File: config.mk
export PLATFORM = sky130hd
export DESIGN_NAME = ripple_add_sequencer
export DESIGN_NICKNAME = d
export VERILOG_FILES = /design/src/rtl/ripple_add_sequencer.sv
export SDC_FILE = /design/constraint.sdc
export NUM_CORES = 1
export LEC_CHECK = 0
export CELL_PAD_IN_SITES_DETAIL_PLACEMENT = 1
export CELL_PAD_IN_SITES_GLOBAL_PLACEMENT = 2
export CORE_MARGIN = 4
export CORE_UTILIZATION = 30
export DETAILED_ROUTE_END_ITERATION = 12
export PLACE_DENSITY_LB_ADDON = 0.2
export RECOVER_POWER = 100
export SLEW_MARGIN = 10
export SYNTH_ARGS = -nofsm -noshare
export SYNTH_HDL_FRONTEND = slang
export SYNTH_SLANG_ARGS = --single-unit
File: constraint.sdc
create_clock -name clk -period 5.35 [get_ports clk]
set_clock_uncertainty 0.05 [all_clocks]
set_input_delay 1.07 -clock clk [delete_from_list [all_inputs] [get_ports clk]]
set_output_delay 1.07 -clock clk [all_outputs]
set_load 0.01 [all_outputs]
File: src/rtl/ripple_add_sequencer.sv
// Multi-cycle wide adder: one 4-bit ripple-carry slice per clock, LSB slice first.
// Optional subtract mode (a - b via ~b and carry-in 1) is enabled by defining RIPPLE_ADD_SUB_EN.
module ripple_add_sequencer #(
    parameter int WORDS = 4,
    localparam int W = 4 * WORDS
) (
    input  logic         clk,
    input  logic         rst_n,
    input  logic         start,
    input  logic         abort,
`ifdef RIPPLE_ADD_SUB_EN
    input  logic         sub,
`endif
    input  logic [W-1:0] a,
    input  logic [W-1:0] b,
    input  logic         cin,
    output logic         ready,
    output logic         busy,
    output logic         done,
    output logic [W-1:0] sum,
    output logic         cout,
    output logic         ovf,
    output logic [1:0]   dbg_state
);
    // Handshake: an operation is accepted on a rising edge where start=1 and ready=1;
    // start while ready=0 is dropped. done is a one-cycle pulse with sum/cout/ovf valid.

    localparam int IW = $clog2(WORDS);

    typedef enum logic [1:0] {IDLE = 2'd0, RUN = 2'd1, DONE = 2'd2} state_t;

    state_t        state, state_next;
    logic [W-1:0]  op_a, op_b, acc, acc_next;
    logic          carry;
    logic [IW-1:0] idx;
    logic [3:0]    sa, sb, ss;
    logic [4:0]    cc;
    logic          last;
    logic [W-1:0]  b_in;
    logic          c_in;

    assign dbg_state = state;

`ifdef RIPPLE_ADD_SUB_EN
    assign b_in = sub ? ~b : b;
    assign c_in = sub ? 1'b1 : cin;
`else
    assign b_in = b;
    assign c_in = cin;
`endif

    // The shared 4-bit full-adder chain operating on slice idx.
    always_comb begin
        sa       = op_a[{idx, 2'b00} +: 4];
        sb       = op_b[{idx, 2'b00} +: 4];
        ss       = '0;
        cc       = '0;
        cc[0]    = carry;
        for (int i = 0; i < 4; i++) begin
            ss[i]   = sa[i] ^ sb[i] ^ cc[i];
            cc[i+1] = (cc[i] & (sa[i] ^ sb[i])) | (sa[i] & sb[i]);
        end
        acc_next = acc;
        acc_next[{idx, 2'b00} +: 4] = ss;
        last     = (idx == IW'(WORDS - 1));
    end

    always_ff @(posedge clk or negedge rst_n) begin
        if (!rst_n) state <= IDLE;
        else        state <= state_next;
    end

    always_comb begin
        state_next = state;
        ready      = 1'b0;
        busy       = 1'b0;
        done       = 1'b0;
        case (state)
            IDLE: begin
                ready = 1'b1;
                if (start) state_next = RUN;
            end
            RUN: begin
                busy = 1'b1;
                if (abort)     state_next = IDLE;
                else if (last) state_next = DONE;
            end
            DONE: begin
                done       = 1'b1;
                state_next = IDLE;
            end
            default: state_next = IDLE;
        endcase
    end

    always_ff @(posedge clk or negedge rst_n) begin
        if (!rst_n) begin
            op_a  <= '0;
            op_b  <= '0;
            acc   <= '0;
            carry <= 1'b0;
            idx   <= '0;
            sum   <= '0;
            cout  <= 1'b0;
            ovf   <= 1'b0;
        end else if (state == IDLE && start) begin
            op_a  <= a;
            op_b  <= b_in;
            carry <= c_in;
            idx   <= '0;
            acc   <= '0;
        end else if (state == RUN && !abort) begin
            acc   <= acc_next;
            carry <= cc[4];
            idx   <= idx + 1'b1;
            // Results commit only on the final slice, so an abort leaves them untouched.
            if (last) begin
                sum  <= acc_next;
                cout <= cc[4];
                ovf  <= cc[3] ^ cc[4];
            end
        end
    end

endmodule

## Word-level counts from Yosys, hierarchy flattened

Index checks and enable logic that the tools add are counted.

- Equality and inequality tests: 5
- Bitwise operators: 22
- $add $sub $neg: 2
- Reductions and logical operators: 7
- Shift operators: 4
- Muxes and demuxes: 14

Operators with widths:

| operator | number |
|---|---|
| 2-to-1 mux 16 bit | 2 |
| indexed part select 16 x 5 -> 4 bit | 2 |
| bitwise mux 16 bit | 1 |
| variable shift 4 x 6 -> 16 bit (first input constant) | 1 |
| indexed part select 4 x 6 -> 16 bit | 1 |
| 2-to-1 mux 2 bit | 5 |
| bitwise XOR 1 bit | 9 |
| bitwise AND 1 bit | 8 |
| negation 4 -> 6 bit | 1 |
| 2-to-1 mux 1 bit | 5 |
| equality test 2 bit (second input constant) | 2 |
| OR 1 bit | 4 |
| one-hot mux 2 bit (2 select lines) | 1 |
| inequality test 3 bit (second input constant) | 1 |
| AND reduction 3 bit | 1 |
| adder 2 x 1 -> 2 bit (second input constant) | 1 |
| equality test 2 x 1 -> 1 bit (second input constant) | 1 |
| logical AND 1 bit | 2 |
| logical NOT 2 bit | 1 |
| inequality test 2 bit (second input constant) | 1 |
| AND reduction 2 bit | 1 |
| nonzero test 2 bit | 1 |
| logical NOT 1 bit | 1 |
| inverter 1 bit | 1 |

- Output and inout port bits: 23
- Input port bits: 37
- Register bits after elaboration: 71
- Logic and storage cells: 63

## Longest topological paths before layout

Gate-level depths: netlist of run 1.

- Word-level depth: 13
- Mapped depth: 13
- Depth with buffers taken out: 11

## Worst setup path after synthesis of run 1

Ideal clock, no wire load.

- Path kind: reg-to-reg
- Start: register idx[1]
- End: register acc[11]
- Cell stages (with the launch flop): 13
- Path buffers: 2
- Slack: 2.295 ns
- Arrival time: 2.884 ns
- Clock period less this slack: 3.055 ns
- Library setup time: 0.122 ns
- Required time: 5.178 ns
- Path through: dfrtp_1 clkbuf_1 mux4_2 inv_1 fa_1 inv_1 fa_1 inv_1 fa_1 inv_1 fa_1 buf_1 a32o_1

- Cells in the longest elaborated chain, start to end: 13
- Elaborated cells between the ends (all ways): 25

RTL lines:

| element | line | RTL |
|---|---|---|
| start: declaration | 35 | `logic [IW-1:0] idx;` |
| start signal: assignment | 115 | `idx <= idx + 1'b1;` |
| indexed part select 16 x 5 -> 4 bit, on equally long branches | 54, 55 |  |
| bitwise XOR 1 bit | 60, 61 |  |
| bitwise AND 1 bit | 61 | `cc[i+1] = (cc[i] & (sa[i] ^ sb[i])) \| (sa[i] & sb[i]);` |
| OR 1 bit | 61 |  |
| bitwise AND 1 bit | 61 |  |
| OR 1 bit | 61 |  |
| bitwise AND 1 bit | 61 |  |
| OR 1 bit | 61 |  |
| bitwise XOR 1 bit | 60 | `ss[i] = sa[i] ^ sb[i] ^ cc[i];` |
| indexed part select 4 x 6 -> 16 bit | 64 | `acc_next[{idx, 2'b00} +: 4] = ss;` |
| bitwise mux 16 bit * | 64 |  |
| 2-to-1 mux 16 bit * | 112 | `end else if (state == RUN && !abort) begin` |
| 2-to-1 mux 16 bit * | 106 | `end else if (state == IDLE && start) begin` |
| end signal: assignment | 113 | `acc <= acc_next;` |
| end: declaration | 33 | `logic [W-1:0] op_a, op_b, acc, acc_next;` |

Every way passes the cells marked *; elsewhere a longest branch is shown, timed or not. The select of a mux whose other input is x is not followed.
A chain may end at the register's enable or synchronous reset.

## Worst setup path in the final report of run 1

- Start: register idx[0]
- End: register sum[3]

- Cells in the longest elaborated chain, start to end: 11
- Elaborated cells between the ends (all ways): 25

RTL lines:

| element | line | RTL |
|---|---|---|
| indexed part select 16 x 5 -> 4 bit, on equally long branches | 54, 55 |  |
| bitwise XOR 1 bit | 60, 61 |  |
| bitwise AND 1 bit | 61 |  |
| OR 1 bit | 61 |  |
| bitwise AND 1 bit | 61 |  |
| OR 1 bit | 61 |  |
| bitwise AND 1 bit | 61 |  |
| OR 1 bit | 61 |  |
| bitwise XOR 1 bit | 60 |  |
| indexed part select 4 x 6 -> 16 bit | 64 |  |
| bitwise mux 16 bit | 64 |  |
| end signal: assignment | 118 | `sum <= acc_next;` |
| end: declaration | 20 | `output logic [W-1:0] sum,` |

Parallel ways exist; a longest one is shown, timed or not.

==> results.cfg, run 1 <==
[setup_path]
worstSetupPathType = reg2reg
r2r_cells = 12
reg2reg_setup_slack_ns = 1.36
crit_chain = clkbuf_1 > mux4_2 > inv_1 > fa_1 > inv_1 > fa_1 > inv_1 > fa_1 > inv_1 > fa_1 > a21oi_1 > a21oi_1
required_ns = 5.48
arrival_ns = 4.12
worst_path_largest_cell_delay_ns = 0.84
endpoint_kind = flip-flop
slowest_stage = clkbuf_1
worstReg2RegStart = idx[0]$_DFFE_PN0P_
reg2reg_to = sum[3]$_DFFE_PN0P_
start_kind = flip-flop
path_max_fanout = 18

[yosys]
avgSynthCellArea_sq_um = 13.06
synth_fp_nets = 300
synth.distinct_cells = 31
syn_area_sq_mm = 0.003303
ys_seq_area_frac = 0.5379
ys.flop_type = dfrtp_1
synth_cells = 253
synth_edf_count = 0
ys_ff_latch = 71
synthArstFlopShare = 1.000
synth_warnings = 0

[placed_design]
numPortBuffers = 59
routabilityCongestion = 0.7205
place_inst = 441
place_hpwl_um = 5335

[grt]
grt_max_degree = 44
grt_pass1_wl_um = 12850
grt_pass1_vias = 2426
gr-total-overflow = 0
grtUsageTotal = 0.1287
antenna_found_initial = 0

[detailed_routing]
drc_errors = 0
ant_nets = 0
vias = 2179
dr.pass1.iters = 4
avgViaCountPerCell = 4.768
wirelength_um = 7680
drt_iter0_markers = 86
wire_per_inst_um = 16.81

[floorplan]
std_cell_rows = 38
io_pins = 60
start_util = 0.3061
core_region_area_sq_mm = 0.01079
die_h_um = 112.9
dieArea_sq_mm = 0.01275
dieWidth_um = 112.9

[sta]
final_max_slew_viol_count = 30
rsz0062_at_grt = false
worst_pin_slew_ns = 1.614
min_period_over_period = 0.7464
hold_ws_ns = 0.4382
tns_ns = 0
finalSetupViolCount = 0
relSlewSlack = -0.07603
period_needed_ns = 3.993
hold_viol = 0
fmax_mhz = 250.4

[clocking]
worstSkewPairLatency_ns = 0.35
cts_repair_resize_count = 0
postCtsHoldBufs = 0
cts_tree = built
cts_buffers = 9
clock-sinks = 71
cts_setup_buffers = 0
htree_levels = 3
clockBufferDepth = 2
clkTransAtPathRegs_ns = 0.08
root_buffer = clkbuf_8

[pwr]
powerDensity_mw_per_mm2 = 593.2
p_leak_nw = 1.756
total_power_mw = 2.519
ir_worst_vdd_mv = 0.2847

[layout]
diodes = 0
fin_nets = 359
syn2layout_area_growth_pct = 28.56
fin_util = 0.3935
fill_cells = 1144
drive_above_1_share = 0.2082
stdcell_count = 457

[min_path]
hold_path_end = acc[11]$_DFFE_PN0P_
hold_path_depth = 1
holdCritStartpoint = acc[11]$_DFFE_PN0P_
worstHoldPathType = reg2reg

[run]
max_cap_violations = 1

[status]
status = complete, but fails checks
violations = max-capacitance violations, max-slew violations
worst max-delay path, delay by kind of cell (launching register included):
kind	cells	cell delay (ns)
fa+ha+maj	4	1.37
buf+inv	5	1.11
mux	1	0.61
compound gates	2	0.35
flops	1	0.32
routing by layer:
layer  up-vias  GRT usage  part of all wire
met4         0    0.04327             0.019
met2        54     0.2093              0.48
met3        12    0.03797             0.042
met5         -          0                 0
li1       1026          -                 -
met1      1087     0.1646              0.46
layout make-up:
class	count	area, sq um	area share
clock buffer	11	151.4	0.03565
clock inverter	5	80.08	0.01886
inverter	12	45.04	0.01061
multi-input combinational	156	1419	0.3341
sequential	71	1777	0.4184
tap	140	175.2	0.04125
timing repair buffer	62	599.3	0.1411
per-stage QoR:
stage,worst slack [ns],area [sq um]
finish,1.357,4247
detailed placement,1.947,4024
CTS,1.989,4255
global placement,2.023,4024
global route,1.040,4247
floorplan,2.295,3303
flip-flops by register name, indices dropped and copies added, names as in the netlist:
register / count
op_a: 16
sum: 16
ovf: 1
acc: 16
idx: 2
op_b: 16
cout: 1
carry: 1
dbg_state: 2
power breakdown:
group	switching (mW)	internal [mW]	leakage (nW)
Sequential	0.107	0.728	0.886
Combinational	0.619	0.567	0.758
Clock	0.211	0.287	0.112
Total	0.937	1.58	1.76
layout by cell type, fill, tap and decap left out, drive strengths merged, types with 2 or more instances in the layout:
| cell | Yosys | routed |
|---|---|---|
| o2bb2ai | 8 | 8 |
| a21oi | 20 | 20 |
| ha | 6 | 6 |
| nor2 | 17 | 17 |
| dlygate4sd3 | 0 | 25 |
| dfrtp | 71 | 71 |
| nor3b | 2 | 2 |
| o221ai | 2 | 2 |
| clkbuf | 1 | 14 |
| inv | 12 | 12 |
| o21a | 2 | 2 |
| and4bb | 4 | 4 |
| a31oi | 6 | 6 |
| nand2b | 12 | 12 |
| mux2 | 35 | 35 |
| nor2b | 10 | 10 |
| a32o | 6 | 6 |
| mux4 | 8 | 8 |
| fa | 4 | 4 |
| clkinvlp | 0 | 2 |
| nand2 | 4 | 4 |
| a22o | 3 | 3 |
| bufinv | 0 | 2 |
| clkdlybuf4s50 | 0 | 33 |
synthesized netlist by cell type (all sizes together), types with 6 or more instances:
| library cell | n | area share |
|---|---|---|
| a32o | 6 | 0.018 |
| a21oi | 20 | 0.030 |
| a31oi | 6 | 0.011 |
| inv | 12 | 0.014 |
| dfrtp | 71 | 0.54 |
| ha | 6 | 0.023 |
| mux2 | 35 | 0.12 |
| mux4 | 8 | 0.055 |
| buf | 13 | 0.020 |
| nor2 | 17 | 0.019 |
| nor2b | 10 | 0.019 |
| o2bb2ai | 8 | 0.021 |
| nand2b | 12 | 0.023 |
worst max-delay path by stage:
stage / startpoint / endpoint
floorplan: idx[1]$_DFFE_PN0P_ / acc[11]$_DFFE_PN0P_
global placement: idx[1]$_DFFE_PN0P_ / sum[3]$_DFFE_PN0P_
detailed placement: start / op_b[6]$_DFFE_PN0P_
CTS: idx[1]$_DFFE_PN0P_ / sum[3]$_DFFE_PN0P_
global route: idx[0]$_DFFE_PN0P_ / sum[3]$_DFFE_PN0P_
finish: idx[0]$_DFFE_PN0P_ / sum[3]$_DFFE_PN0P_
cell families after synthesis:
group | synth area share
flip-flops | 0.5379
AND/OR/NAND/NOR | 0.1000
AO/OA/AOI/OAI | 0.1042
multiplexers | 0.1739
buffers and inverters | 0.03447
adder cells (fa/ha/maj) | 0.04697
XOR/XNOR | 0.002652
Power figures use the tool's default switching activity.
==> inputs of run 2 (changes only) <==
==> constraint.sdc (replaced) <==
create_clock -name clk -period 3.6 [get_ports clk]
set_clock_uncertainty 0.05 [all_clocks]
set_input_delay 0.72 -clock clk [delete_from_list [all_inputs] [get_ports clk]]
set_output_delay 0.72 -clock clk [all_outputs]
set_load 0.01 [all_outputs]
==> run 2 against run 1 <==
The flow still finishes with violations (max-capacitance violations, max-slew violations). Sequential cell count did not move. Power rose by 50%. Setup slack got worse by 0.86 ns. First-iteration DRC count fell by 57%. Cell count rose by 1.1%. Maximum frequency rose by 29%. Routed wire length rose by 2.6%. Non-clock buffer count rose by 5. Critical path depth fell by 1. Sequential power rose by 50%. Critical path type unchanged. Largest cell class unchanged.
==> results.cfg, run 2 (synthesis gave the netlist of run 1 again) <==
[status]
status = complete, but fails checks
violations = max-capacitance violations, max-slew violations

[detailed_routing]
vias = 2227
drc_errors = 0
wire_per_inst_um = 17.05
dr.pass1.iters = 3
avgViaCountPerCell = 4.820
drt_iter0_markers = 37
ant_nets = 0
wirelength_um = 7878

[clocking]
cts_setup_buffers = 0
clkTransAtPathRegs_ns = 0.08
worstSkewPairLatency_ns = 0.35
htree_levels = 3
cts_repair_resize_count = 0
clock-sinks = 71
cts_tree = built
clockBufferDepth = 2
root_buffer = clkbuf_8
cts_buffers = 9
postCtsHoldBufs = 0

[sta]
tns_ns = 0
worst_pin_slew_ns = 1.525
hold_viol = 0
fmax_mhz = 322.6
finalSetupViolCount = 0
rsz0062_at_grt = false
relSlewSlack = -0.01670
period_needed_ns = 3.099
min_period_over_period = 0.8609
final_max_slew_viol_count = 28

[pwr]
p_int_mw = 2.340
ir_worst_vdd_mv = 0.4022
p_leak_nw = 1.769
p_sw_mw = 1.427
p_clk_frac = 0.189
p_sw_frac = 0.3789
p_seq_frac = 0.332
powerDensity_mw_per_mm2 = 885.0
pwr-share-comb = 0.479
total_power_mw = 3.767

[grt]
grt_pass1_vias = 2629
grt_max_degree = 41
grtUsageTotal = 0.1353
antenna_found_initial = 0
grt_pass1_wl_um = 13560
gr-total-overflow = 0

[min_path]
holdCritStartpoint = acc[9]$_DFFE_PN0P_
hold_path_end = acc[9]$_DFFE_PN0P_
worstHoldPathType = reg2reg
hold_path_depth = 1

[layout]
fill_cells = 1140
final_area_sq_mm = 0.004257
fin_nets = 364
mostFrequentLayoutCells = 71 x dfrtp_1, 35 x mux2_2, 33 x clkdlybuf4s50_1, 25 x dlygate4sd3_1, 20 x a21oi_1
diodes = 0
final_common_cell = dfrtp_1
drive_above_1_share = 0.2112
syn2layout_area_growth_pct = 28.86

[setup_path]
path_max_fanout = 8
reg2reg_to = sum[7]$_DFFE_PN0P_
reg2reg_setup_slack_ns = 0.50
start_kind = flip-flop
worstSetupPathType = reg2reg
required_ns = 3.81
worstReg2RegStart = idx[0]$_DFFE_PN0P_
crit_chain = mux4_2 > inv_1 > fa_1 > inv_1 > fa_1 > inv_1 > fa_1 > inv_1 > fa_1 > a21oi_1 > a21oi_1
endpoint_kind = flip-flop
arrival_ns = 3.31
worst_path_largest_cell_delay_ns = 0.70
slowest_stage = fa_1
r2r_cells = 11

[floorplan]
start_util = 0.3061
dieArea_sq_mm = 0.01275
dieWidth_um = 112.9
die_h_um = 112.9
io_pins = 60
core_region_area_sq_mm = 0.01079
std_cell_rows = 38

[placed_design]
numPortBuffers = 59
place_hpwl_um = 5603
placed_cell_area_sq_mm = 0.004061
routabilityCongestion = 0.7318

[run]
max_cap_violations = 1
run 2: cell types whose count changed in the layout (fill, tap and decap cells not counted), sizes merged:
cell      before  now
clkinv         1    2
inv           12   13
buf            1    4
clkbuf        14   15
clkinvlp       2    1
run 2: through the flow:
step	hold WS, ns	utilization	std cells	worst slack [ns]
final	0.4384	0.3944	462	0.5006
after global routing	0.4640	0.3944	462	0.2717
after CTS	0.2640	0.3968	462	0.4841
after detailed placement	0.4256	0.3763	446	0.4897
after global placement	0.4170	0.3763	446	0.5611
after floorplan	0.3744	-	253	0.5446
run 2: worst max-delay path by stage:
| stage | from | to | slack, ns | depth (start not counted) |
|---|---|---|---|---|
| floorplan | idx[1]$_DFFE_PN0P_ | acc[11]$_DFFE_PN0P_ | 0.54 | 12 |
| global placement | idx[0]$_DFFE_PN0P_ | sum[3]$_DFFE_PN0P_ | 0.56 | 11 |
| detailed placement | idx[0]$_DFFE_PN0P_ | sum[7]$_DFFE_PN0P_ | 0.49 | 11 |
| CTS | idx[0]$_DFFE_PN0P_ | sum[7]$_DFFE_PN0P_ | 0.48 | 11 |
| global route | idx[0]$_DFFE_PN0P_ | sum[3]$_DFFE_PN0P_ | 0.27 | 11 |
| finish | idx[0]$_DFFE_PN0P_ | sum[7]$_DFFE_PN0P_ | 0.50 | 11 |
run 2: layout make-up:
type	instances	area, sq um	share of cell area
clock buffer	10	127.6	0.02998
inverter	12	45.04	0.01058
timing repair buffer	67	630.6	0.1481
sequential	71	1777	0.4174
tap	140	175.2	0.04115
multi-input combinational	156	1408	0.3307
clock inverter	6	93.84	0.02205
run 2: power groups by stage:
stage               combinational (mW)  clock [mW]  sequential (mW)
global placement                  1.87           0             1.27
CTS                               1.90       0.742             1.27
floorplan                         1.13           0             1.26
global route                      2.00       0.780             1.30
finish                            1.81       0.711             1.25
detailed placement                1.89           0             1.29
run 2: per-layer routing:
metal	track usage	share of wire	routed length (um)
met3	0.04278	0.046	363
met4	0.03606	0.012	94
met2	0.2306	0.50	3914
met1	0.1661	0.45	3506
met5	0	0	0
run 2: worst max-delay path: cells and delay by family (launching register included):
kind | cells | cell delay [ns]
multiplexers | 1 | 0.51
AO/OA/AOI/OAI | 2 | 0.28
flip-flops | 1 | 0.43
buffers and inverters | 4 | 0.27
adder cells (fa/ha/maj) | 4 | 1.47
